File: src/rtl/decode_issue.sv
// Decode/issue stage: busy-scoreboard hazard stall, register bank read, ID/EX pipeline register.
// Optional: define DECODE_STALL_COUNT_EN to add a saturating 32-bit stall_cnt output.
module decode_issue #(
    parameter int INDEX_SIZE = 4,
    parameter int WIDTH      = 32,
    parameter int CTRL_W     = 8
) (
    input  logic                  clk,
    input  logic                  rst,
    input  logic                  in_valid,
    output logic                  in_ready,
    input  logic [INDEX_SIZE-1:0] in_ra,
    input  logic [INDEX_SIZE-1:0] in_rb,
    input  logic [INDEX_SIZE-1:0] in_rc,
    input  logic                  in_use_a,
    input  logic                  in_use_b,
    input  logic                  in_use_c,
    input  logic [INDEX_SIZE-1:0] in_rd,
    input  logic                  in_we,
    input  logic [CTRL_W-1:0]     in_ctrl,
    input  logic [WIDTH-1:0]      in_imm,
    output logic [INDEX_SIZE-1:0] bank_ra,
    output logic [INDEX_SIZE-1:0] bank_rb,
    output logic [INDEX_SIZE-1:0] bank_rc,
    input  logic [WIDTH-1:0]      bank_rd1,
    input  logic [WIDTH-1:0]      bank_rd2,
    input  logic [WIDTH-1:0]      bank_rd3,
    input  logic                  wb_we,
    input  logic [INDEX_SIZE-1:0] wb_rd,
    input  logic                  flush,
    output logic                  ex_valid,
    input  logic                  ex_ready,
    output logic [WIDTH-1:0]      ex_op1,
    output logic [WIDTH-1:0]      ex_op2,
    output logic [WIDTH-1:0]      ex_op3,
    output logic [INDEX_SIZE-1:0] ex_rd,
    output logic                  ex_we,
    output logic [CTRL_W-1:0]     ex_ctrl,
`ifdef DECODE_STALL_COUNT_EN
    output logic [31:0]           stall_cnt,
`endif
    output logic [WIDTH-1:0]      ex_imm
);

    localparam int NREG = 2 ** INDEX_SIZE;

    logic [NREG-1:0]       busy_q, busy_d;
    logic [NREG-1:0]       wb_hit;
    logic [NREG-1:0]       eb;
    logic                  ex_valid_q, ex_valid_d;
    logic [WIDTH-1:0]      ex_op1_q, ex_op2_q, ex_op3_q;
    logic [INDEX_SIZE-1:0] ex_rd_q;
    logic                  ex_we_q;
    logic [CTRL_W-1:0]     ex_ctrl_q;
    logic [WIDTH-1:0]      ex_imm_q;

    logic hazard;
    logic adv;
    logic issue;
    logic new_we;

    // A writeback landing this cycle is already visible in the bank (negedge write),
    // so its register counts as free for hazard purposes.
    for (genvar gi = 0; gi < NREG; gi++) begin : g_eb
        assign wb_hit[gi] = wb_we && (wb_rd == INDEX_SIZE'(gi));
        assign eb[gi]     = busy_q[gi] & ~wb_hit[gi];
    end

    assign new_we = in_we && (in_rd != '0);
    assign hazard = (in_use_a && eb[in_ra]) ||
                    (in_use_b && eb[in_rb]) ||
                    (in_use_c && eb[in_rc]) ||
                    (new_we   && eb[in_rd]);
    assign adv      = !ex_valid_q || ex_ready;
    assign in_ready = adv && !hazard && !flush;
    assign issue    = in_valid && in_ready;

    assign bank_ra = in_ra;
    assign bank_rb = in_rb;
    assign bank_rc = in_rc;

    // Clears are applied before the set so an issue to the same index wins.
    always_comb begin
        busy_d = busy_q;
        if (wb_we && (wb_rd != '0))
            busy_d[wb_rd] = 1'b0;
        if (flush && ex_valid_q && ex_we_q)
            busy_d[ex_rd_q] = 1'b0;
        if (issue && new_we)
            busy_d[in_rd] = 1'b1;
    end

    always_comb begin
        ex_valid_d = ex_valid_q;
        if (flush)
            ex_valid_d = 1'b0;
        else if (issue)
            ex_valid_d = 1'b1;
        else if (ex_ready)
            ex_valid_d = 1'b0;
    end

    always_ff @(posedge clk or posedge rst) begin
        if (rst) begin
            busy_q     <= '0;
            ex_valid_q <= 1'b0;
            ex_op1_q   <= '0;
            ex_op2_q   <= '0;
            ex_op3_q   <= '0;
            ex_rd_q    <= '0;
            ex_we_q    <= 1'b0;
            ex_ctrl_q  <= '0;
            ex_imm_q   <= '0;
        end else begin
            busy_q     <= busy_d;
            ex_valid_q <= ex_valid_d;
            if (issue) begin
                ex_op1_q  <= bank_rd1;
                ex_op2_q  <= bank_rd2;
                ex_op3_q  <= bank_rd3;
                ex_rd_q   <= in_rd;
                ex_we_q   <= new_we;
                ex_ctrl_q <= in_ctrl;
                ex_imm_q  <= in_imm;
            end
        end
    end

    assign ex_valid = ex_valid_q;
    assign ex_op1   = ex_op1_q;
    assign ex_op2   = ex_op2_q;
    assign ex_op3   = ex_op3_q;
    assign ex_rd    = ex_rd_q;
    assign ex_we    = ex_we_q;
    assign ex_ctrl  = ex_ctrl_q;
    assign ex_imm   = ex_imm_q;

`ifdef DECODE_STALL_COUNT_EN
    logic [31:0] stall_cnt_q, stall_cnt_d;

    always_comb begin
        stall_cnt_d = stall_cnt_q;
        if (in_valid && hazard && !flush && (stall_cnt_q != 32'hFFFF_FFFF))
            stall_cnt_d = stall_cnt_q + 32'd1;
    end

    always_ff @(posedge clk or posedge rst) begin
        if (rst)
            stall_cnt_q <= '0;
        else
            stall_cnt_q <= stall_cnt_d;
    end

    assign stall_cnt = stall_cnt_q;
`endif

endmodule

File: config.mk
export PLATFORM = sky130hd
export DESIGN_NAME = decode_issue
export DESIGN_NICKNAME = d
export VERILOG_FILES = /design/src/rtl/decode_issue.sv
export SDC_FILE = /design/constraint.sdc
export NUM_CORES = 1
export LEC_CHECK = 0
export ABC_AREA = 1
export BUFFER_PORTS_ARGS = -buffer_cell sky130_fd_sc_hd__buf_2
export CAP_MARGIN = 20
export CORE_MARGIN = 2
export CORE_UTILIZATION = 43
export DETAILED_ROUTE_END_ITERATION = 8
export PLACE_DENSITY = 0.74
export SLEW_MARGIN = 15
export SYNTH_ARGS = -nofsm -noshare
export SYNTH_HDL_FRONTEND = slang
export SYNTH_SLANG_ARGS = --single-unit
File: constraint.sdc
create_clock -name clk -period 5.7 [get_ports clk]
set_clock_uncertainty 0.1 [all_clocks]
set_input_delay 0.57 -clock clk [delete_from_list [all_inputs] [get_ports clk]]
set_output_delay 0.57 -clock clk [all_outputs]
set_load 0.005 [all_outputs]
==> results.toml, run 1 <==
[outcome]
status = "complete, no violations"

[power]
power_density_nw_per_um2 = 362
p_sw_frac = 0.329
p_seq_frac = 0.451
ir_drop_v = 0.000205
leakagePower_nw = 5.47
p_clk_frac = 0.304
combPwrFrac = 0.245
finalPower_mw = 3.46
p_sw_mw = 1.14
intPower_mw = 2.32

[detailed_routing]
viasPerCell = 5.08
drt-total-wl_um = 23800
dr.first_iter.drc_count = 580
wl_per_cell_um = 16.3
ant_nets = 0
drc = 0
first_pass_iters = 5
num_vias = 7406

[worst_setup_path]
r2r_cells = 12
rrSetupSlack_ps = 2820
crit_path_start = "wb_rd[3]"
r2r-end = "ex_rd[2]"
cp_slowest_cell = "nor2_4"
cp-start-kind = "input port"
path_cells = "buf_2, inv_1, nor2_2, nand3_1, nand2_1, nand2_1, nand2_1, nor2_1, nor2_1, nor2_1, nand3_1, nand3_1, nor2_4, buf_2"
reg2reg_from = "busy_q[10]"
critPathArrivalTime_ps = 2470
critPathMaxStageDelay_ps = 370
crit_type = "input port to output pin"
end_kind = "output pin"
worstPathRequired_ps = 5030
worst-path-max-fanout = 16

[clock_network]
cts-resized-gates = 0
clockBufferDepth = 2
clock_latency_ps = 410
numCtsBuffers = 17
clkTransAtPathRegs_ps = 70
postCtsHoldBufs = 0
clock-sinks = 158
post-cts-setup-buffers = 0
cts_root_buffer = "clkbuf_16"
cts_tree = "done"
htreeDepth = 4

[yosys]
synth_nets = 1109
synth-main-ff-cell = "dfrtp_1"
syn_area_um2 = 7390
async_flop_share = 1.00
synth_seq_cells = 158
synth-edff-count = 0
yosys_warnings = 0
ys_seq_area_frac = 0.535
syn_avg_cell_area_um2 = 7.84
syn_inst = 943
synth_cell_type_count = 23

[sta]
final_hold_viol_count = 0
maxSlewViolCount = 0
setup_tns_ps = 0
tightest_slew_ps = 890
fmax_ghz = 0.319
slew_headroom = 0.407
setup_ws_ps = 2560
fin_crit_ps = 3140
fin_crit_sh = 0.551
setup_violations = 0
rsz0062_at_grt = "false"
hold_ws_ps = 137

[final_layout]
multiInputGateArea_um2 = 2980
num-fill-cells = 1567
fin_area_um2 = 9560
seq_area_um2 = 3950
drive_above_1_share = 0.298
synthToLayoutAreaGrowth_pct = 29.3
nets = 1390

[placed_design]
portBuffers = 320
gp_congestion = 0.958
place_ws_ps = 2200
hpwl_um = 17200
dpl-instance-area_um2 = 9020

[grt]
grt_start_max_net_pins = 86
grt_pass1_wl_um = 36900
track_usage = 0.259
grt_antenna_before_repair = 3
grt_pass1_vias = 7064
grt_overflow_total = 0

[floorplan]
fp.dieW_um = 135
fp.dieH_um = 135
dieArea_um2 = 18300
io_pins = 321
rows = 47
core-area_um2 = 16700
start_util = 0.443

[flow_run]
maxCapViolations = 0

[worst_hold_path]
hp-class = "input port to asynchronous set/reset pin"
==> worst max-delay path by stage <==
stage                     cells past startpoint         end
after global routing                         16   ex_op3[9]
after floorplan                               1   busy_q[0]
after detailed placement                     16  ex_ctrl[5]
after global placement                       16   busy_q[1]
after CTS                                    14    in_ready
final                                        14    in_ready
==> worst max-delay path: cells and delay by family <==
kind | cells | cell delay [ps]
and+or+nand+nor | 11 | 1530
buffers and inverters | 3 | 350
==> per-layer routing <==
metal	vias to the layer above	GRT usage	wire length (um)
met1	3391	0.344	9770
li1	3614	-	-
met2	354	0.408	11400
met3	45	0.0668	1910
met5	-	0	13
met4	2	0.100	682
==> Yosys cell counts (2+ instances only) <==
master      n  area [um^2]
nand3_1   225         1130
buf_4      13         97.6
inv_2       2         7.51
inv_1      37          139
nand2_1   371         1390
nor2_2      6         37.5
buf_1       3         11.3
nand4_1    15         93.8
nor2_1     32          120
o21ai_0    13         65.1
o21bai_1    2         15.0
buf_2      25          125
a21boi_0    7         52.6
dfrtp_1   158         3950
o21ai_1     2         10.0
clkbuf_1   24         90.1
o31ai_1     2         15.0
==> state kept, by name, summed over array words and instances (netlist names) <==
| signal | flops |
|---|---|
| ex_imm | 32 |
| ex_op3 | 32 |
| busy_q | 16 |
| ex_ctrl | 8 |
| ex_rd | 4 |
| ex_op1 | 32 |
| ex_valid | 1 |
| ex_we | 1 |
| ex_op2 | 32 |
==> cell type report <==
cell class,count,share of cell area
timing repair buffer,327,0.173
antenna,2,0.000524
tap,220,0.0288
clock inverter,13,0.0111
clock buffer,18,0.0449
multi-input combinational,681,0.312
sequential,158,0.414
inverter,39,0.0158
==> cells by family (layout without fill, tap and decap cells) <==
logic type             Yosys count  after routing  synth area share
AOI/OAI and AO/OA               29             29            0.0242
buffers and inverters          104            397            0.0636
other                            0              2                 0
and+or+nand+nor                652            652             0.377
DFF                            158            158             0.535
==> power by group through the flow <==
stage	Combinational [mW]	Clock, mW	Sequential [mW]
2_1_floorplan	0.369	0	1.59
3_3_place_gp	0.846	0	1.57
3_5_place_dp	0.863	0	1.57
4_1_cts	0.859	1.07	1.56
5_1_grt	0.955	1.12	1.59
6_report	0.849	1.05	1.56
==> through the flow <==
step / cells / util
after floorplan: 943 / -
after global routing: 1458 / 0.572
after detailed placement: 1425 / 0.540
final: 1458 / 0.572
after CTS: 1456 / 0.572
after global placement: 1425 / 0.540
==> placed cells by master, fill, tap and decap left out, types with 2 or more instances in the layout <==
cell,synthesis,final
a21boi_0,7,7
buf_2,25,319
buf_4,13,8
clkbuf_16,0,17
clkinv_2,0,2
clkinvlp_4,0,4
dfrtp_1,158,158
diode_2,0,2
inv_1,37,36
inv_2,2,2
inv_6,0,6
inv_8,0,2
nand2_1,371,371
nand3_1,225,225
nand4_1,15,15
nor2_1,32,32
nor2_2,6,5
o21ai_0,13,13
o21ai_1,2,2
o21bai_1,2,2
o31ai_1,2,2
Power figures use the tool's default switching activity.
==> run 2, diff against run 1 <==
clock period = 3 ns   (was 5.7 ns; I/O delays follow)
==> run 2 against run 1 <==
Utilization is 6.1 points higher. Global-route usage increased by 2.2 points. Sequential power increased by 91%. Setup slack lost 2300 ps. First-iteration DRC count grew 15%. Die area is the same. Clock power increased by 120%. Critical path depth down 4. Sequential cell count stayed put. Sequential share of layout area decreased by 4.0 points.
==> results.toml, run 2 (synthesis results as in run 1) <==
[clock_network]
clock-sinks = 158
htreeDepth = 4
cts_root_buffer = "clkbuf_16"
cts-resized-gates = 0
cts_tree = "done"
post-cts-setup-buffers = 0
numCtsBuffers = 17
clockBufferDepth = 2
clkTransAtPathRegs_ps = 70
clock_latency_ps = 420

[final_layout]
nets = 1476
layout_common_cells = "371 x nand2_1, 319 x buf_2, 225 x nand3_1"
final_common_cell = "nand2_1"
final_cells = 1545
fin_area_um2 = 10600
synthToLayoutAreaGrowth_pct = 43.1
drive_above_1_share = 0.286

[grt]
grt_antenna_before_repair = 0
track_usage = 0.280
grt_overflow_total = 0
grt_pass1_wl_um = 40100
grt_pass1_vias = 7893
grt_start_max_net_pins = 97

[detailed_routing]
drt-total-wl_um = 25800
wl_per_cell_um = 16.7
num_vias = 8023
ant_nets = 0
wl_met1_um = 10300
routed-wl-met2_um = 12800
first_pass_iters = 5
viasPerCell = 5.19
top_layer_used = "met4"
drc = 0
dr.first_iter.drc_count = 668
route.met3.wl_um = 1900

[power]
power_density_nw_per_um2 = 667
leakagePower_nw = 5.93
ir_drop_v = 0.000422

[floorplan]
fp.dieH_um = 135
start_util = 0.443
dieArea_um2 = 18300
rows = 47
fp.dieW_um = 135
core-area_um2 = 16700
io_pins = 321

[worst_setup_path]
cp-start-kind = "register"
critPathMaxStageDelay_ps = 550
reg2reg_from = "busy_q[10]"
r2r-end = "ex_op1[0]"
worst-path-max-fanout = 10
path_cells = "a21boi_0, nand2_1, nand3_1, nand3_1, nand3_1, nand3_1, nand2_1, nor2_4, buf_4, buf_2"
critPathArrivalTime_ps = 2380
crit_type = "register to output pin"
end_kind = "output pin"
cp_slowest_cell = "a21boi_0"
rrSetupSlack_ps = 410
worst-path-buf-inv = 2
crit_family = "simple AND/OR/NAND/NOR gates"
r2r_cells = 12
worstPathRequired_ps = 2600
crit_top_cell = "nand3_1"

[sta]
maxSlewViolCount = 0
fmax_ghz = 0.359
slew_headroom = 0.445
setup_violations = 0
rsz0062_at_grt = "false"
setup_tns_ps = 0
tightest_slew_ps = 830
setup_ws_ps = 216
fin_crit_ps = 2780
final_hold_viol_count = 0
hold_ws_ps = 9.97
fin_crit_sh = 0.928

[placed_design]
hpwl_um = 17400
dp.cells = 1434
place_ws_ps = 247
gp_congestion = 0.918
portBuffers = 320
dpl-instance-area_um2 = 9170

[flow_run]
maxCapViolations = 0

[worst_hold_path]
worstHoldPathCells = 3
min_to = "ex_op1[11]"
hp-start = "bank_rd1[11]"
hp-class = "input port to register"

[outcome]
status = "complete, no violations"
run 2: changes by cell type in the layout (fill, tap and decap cells not counted), sizes merged:
cell	change
clkinv	+2
inv	-1
buf	+9
dlygate4sd3	+77
clkinvlp	-3
bufinv	+3
run 2: timing repair:
| item | CTS | global route |
|---|---|---|
| setup endpoints to repair | 0 | 0 |
| hold endpoints to repair | 103 | 1 |
| hold buffers | 76 | 1 |
run 2: worst max path at each step:
| stage | start | end | slack [ps] | cells past startpoint |
|---|---|---|---|---|
| after detailed placement | wb_rd[3] | ex_imm[26] | 250 | 16 |
| after floorplan | rst | busy_q[0] | 600 | 1 |
| after global routing | busy_q[10] | in_ready | 120 | 10 |
| final | busy_q[10] | in_ready | 220 | 10 |
| after global placement | wb_rd[2] | ex_imm[26] | 210 | 13 |
| after CTS | busy_q[10] | in_ready | 220 | 10 |
run 2: power breakdown:
part / internal (mW) / switching, mW
clock: 1.37 / 0.959
combinational: 0.780 / 0.970
sequential: 2.65 / 0.327
total: 4.80 / 2.26
run 2: through the flow:
step                       util  power (mW)
after floorplan               -        3.72
after global placement    0.549        4.60
after CTS                 0.633        7.05
after global routing      0.633        7.44
after detailed placement  0.549        4.65
final                     0.634        7.06
run 2: cell type report:
class / count / area, um^2
multi-input cells: 681 / 2980
inverters: 39 / 150
fillers: 1422 / 6120
flip-flops and latches: 158 / 3950
diodes: 2 / 5.00
clock inverters: 14 / 198
clock buffers: 18 / 439
well taps: 220 / 275
repair buffers: 413 / 2580
run 2: worst min-delay path: stages:
cell	delay, ps
buf_2	80
nand3_1	60
nand2_1	70
run 2: per-layer routing:
layer  vias to the layer above  global-route usage
met5                         -                   0
met4                         0               0.120
met3                        64              0.0646
met2                       388               0.459
met1                      3783               0.358
li1                       3788                   -
==> run 3, diff against run 2 <==
CORE_UTILIZATION = 30   (was 43)
PLACE_DENSITY = 0.56   (was 0.74)
==> run 3 against run 2 <==
Worst hold slack got worse by 3.2 ps. Non-clock buffer count rose by 22. Via count fell by 1.5%. Critical path depth did not move. Sequential cell count did not move. Die area rose by 42%. First-iteration DRC count fell by 16%. Wire length rose by 0.14%. Setup slack improved by 72 ps. Largest power group unchanged.
==> results.toml, run 3 (synthesis results as in run 1) <==
[outcome]
status = "complete, no violations"

[clock_network]
clock-sinks = 158
clockBufferDepth = 2
numCtsBuffers = 17
clkTransAtPathRegs_ps = 70
cts-resized-gates = 0
clock_latency_ps = 420
post-cts-setup-buffers = 0
htreeDepth = 4
cts_tree = "done"
cts_root_buffer = "clkbuf_16"

[worst_setup_path]
worst-path-max-fanout = 45
cp-start-kind = "register"
end_kind = "output pin"
crit_type = "register to output pin"
reg2reg_from = "busy_q[7]"
r2r_cells = 12
critPathArrivalTime_ps = 2310
r2r-end = "ex_op1[5]"
worstPathRequired_ps = 2600
rrSetupSlack_ps = 590

[flow_run]
maxCapViolations = 0

[sta]
slew_headroom = 0.427
setup_ws_ps = 288
fin_crit_sh = 0.904
maxSlewViolCount = 0
setup_tns_ps = 0
fin_crit_ps = 2710
rsz0062_at_grt = "false"
tightest_slew_ps = 857
fmax_ghz = 0.369
setup_violations = 0
final_hold_viol_count = 0

[placed_design]
portBuffers = 320
hpwl_um = 17900
gp_congestion = 0.905
place_ws_ps = 238
dpl-instance-area_um2 = 9340
dp.cells = 1540

[detailed_routing]
dr.first_iter.drc_count = 560
top_layer_used = "met4"
drt-total-wl_um = 25900
routed-wl-met2_um = 12600
num_vias = 7904
route.met3.wl_um = 1790
ant_nets = 0
wl_per_cell_um = 15.5
drc = 0
wl_met1_um = 10800
viasPerCell = 4.74
first_pass_iters = 5

[floorplan]
dieArea_um2 = 25900
rows = 57
core-area_um2 = 24200
start_util = 0.305
fp.dieW_um = 161
io_pins = 321
fp.dieH_um = 161

[final_layout]
final_cells = 1669
layout_common_cells = "371 x nand2_1, 319 x buf_2, 225 x nand3_1"
final_util = 0.450
drive_above_1_share = 0.283
fin_area_um2 = 10900
synthToLayoutAreaGrowth_pct = 47.7
final_common_cell = "nand2_1"
diodes = 0
nets = 1498

[grt]
grt_start_max_net_pins = 92
grt_pass1_vias = 7747
grt_pass1_wl_um = 41500
grt_antenna_before_repair = 0
track_usage = 0.200
grt_overflow_total = 0

[worst_hold_path]
min_to = "ex_imm[10]"
hp-start = "in_imm[10]"
hp-class = "input port to register"
worstHoldPathCells = 3

[power]
leakagePower_nw = 6.01
ir_drop_v = 0.000295
power_density_nw_per_um2 = 636
[run 3: cell types whose count changed in the layout (fill, tap and decap cells not counted), moves of 2 or more]
cell and delta:
diode_2 -2, bufinv_16 -2, clkinv_8 +2, dlygate4sd3_1 +20, buf_12 +2
[run 3: worst max path at each step]
stage	from	to	slack, ps
after floorplan	rst	busy_q[0]	600
after global placement	wb_rd[2]	ex_op1[3]	250
after detailed placement	wb_rd[2]	ex_imm[1]	240
after CTS	busy_q[5]	in_ready	260
after global routing	busy_q[5]	in_ready	80
final	busy_q[7]	in_ready	290
[run 3: routing by layer]
metal	global-route usage	up-vias
met3	0.0444	49
li1	-	3829
met5	0	-
met1	0.258	3711
met4	0.0706	0
met2	0.332	315
[run 3: metrics by stage]
stage                     hold slack [ps]  total power, mW
after floorplan                       291             3.72
after global placement                349             4.64
after detailed placement              353             4.66
after CTS                           0.445             7.03
after global routing                 10.7             7.41
final                                6.74             6.94
[run 3: what timing repair did]
item	in CTS	in global routing
endpoints found under the hold margin	120	1
setup endpoints to repair	0	0
hold buffers	96	1
[run 3: critical path: stages, from the launching register on]
cell,delay (ps)
dfrtp_1,410
a21boi_0,480
nand2_1,110
nand3_1,100
nand3_1,90
nand3_1,80
nand3_1,90
nand2_1,150
nor2_4,70
buf_12,180
buf_2,150
[run 3: layout make-up]
cell class / count / area [um^2]
repair buffers: 435 / 2820
inverters: 39 / 150
clock buffers: 17 / 425
clock inverters: 15 / 186
flip-flops and latches: 158 / 3950
well taps: 324 / 405
multi-input cells: 681 / 2980
fillers: 2457 / 13300
[run 3: power by group]
| group | total (mW) | switching, mW | internal (mW) |
|---|---|---|---|
| clock | 2.23 | 1.02 | 1.21 |
| sequential | 2.97 | 0.314 | 2.65 |
| combinational | 1.75 | 0.944 | 0.804 |
| total | 6.94 | 2.28 | 4.66 |
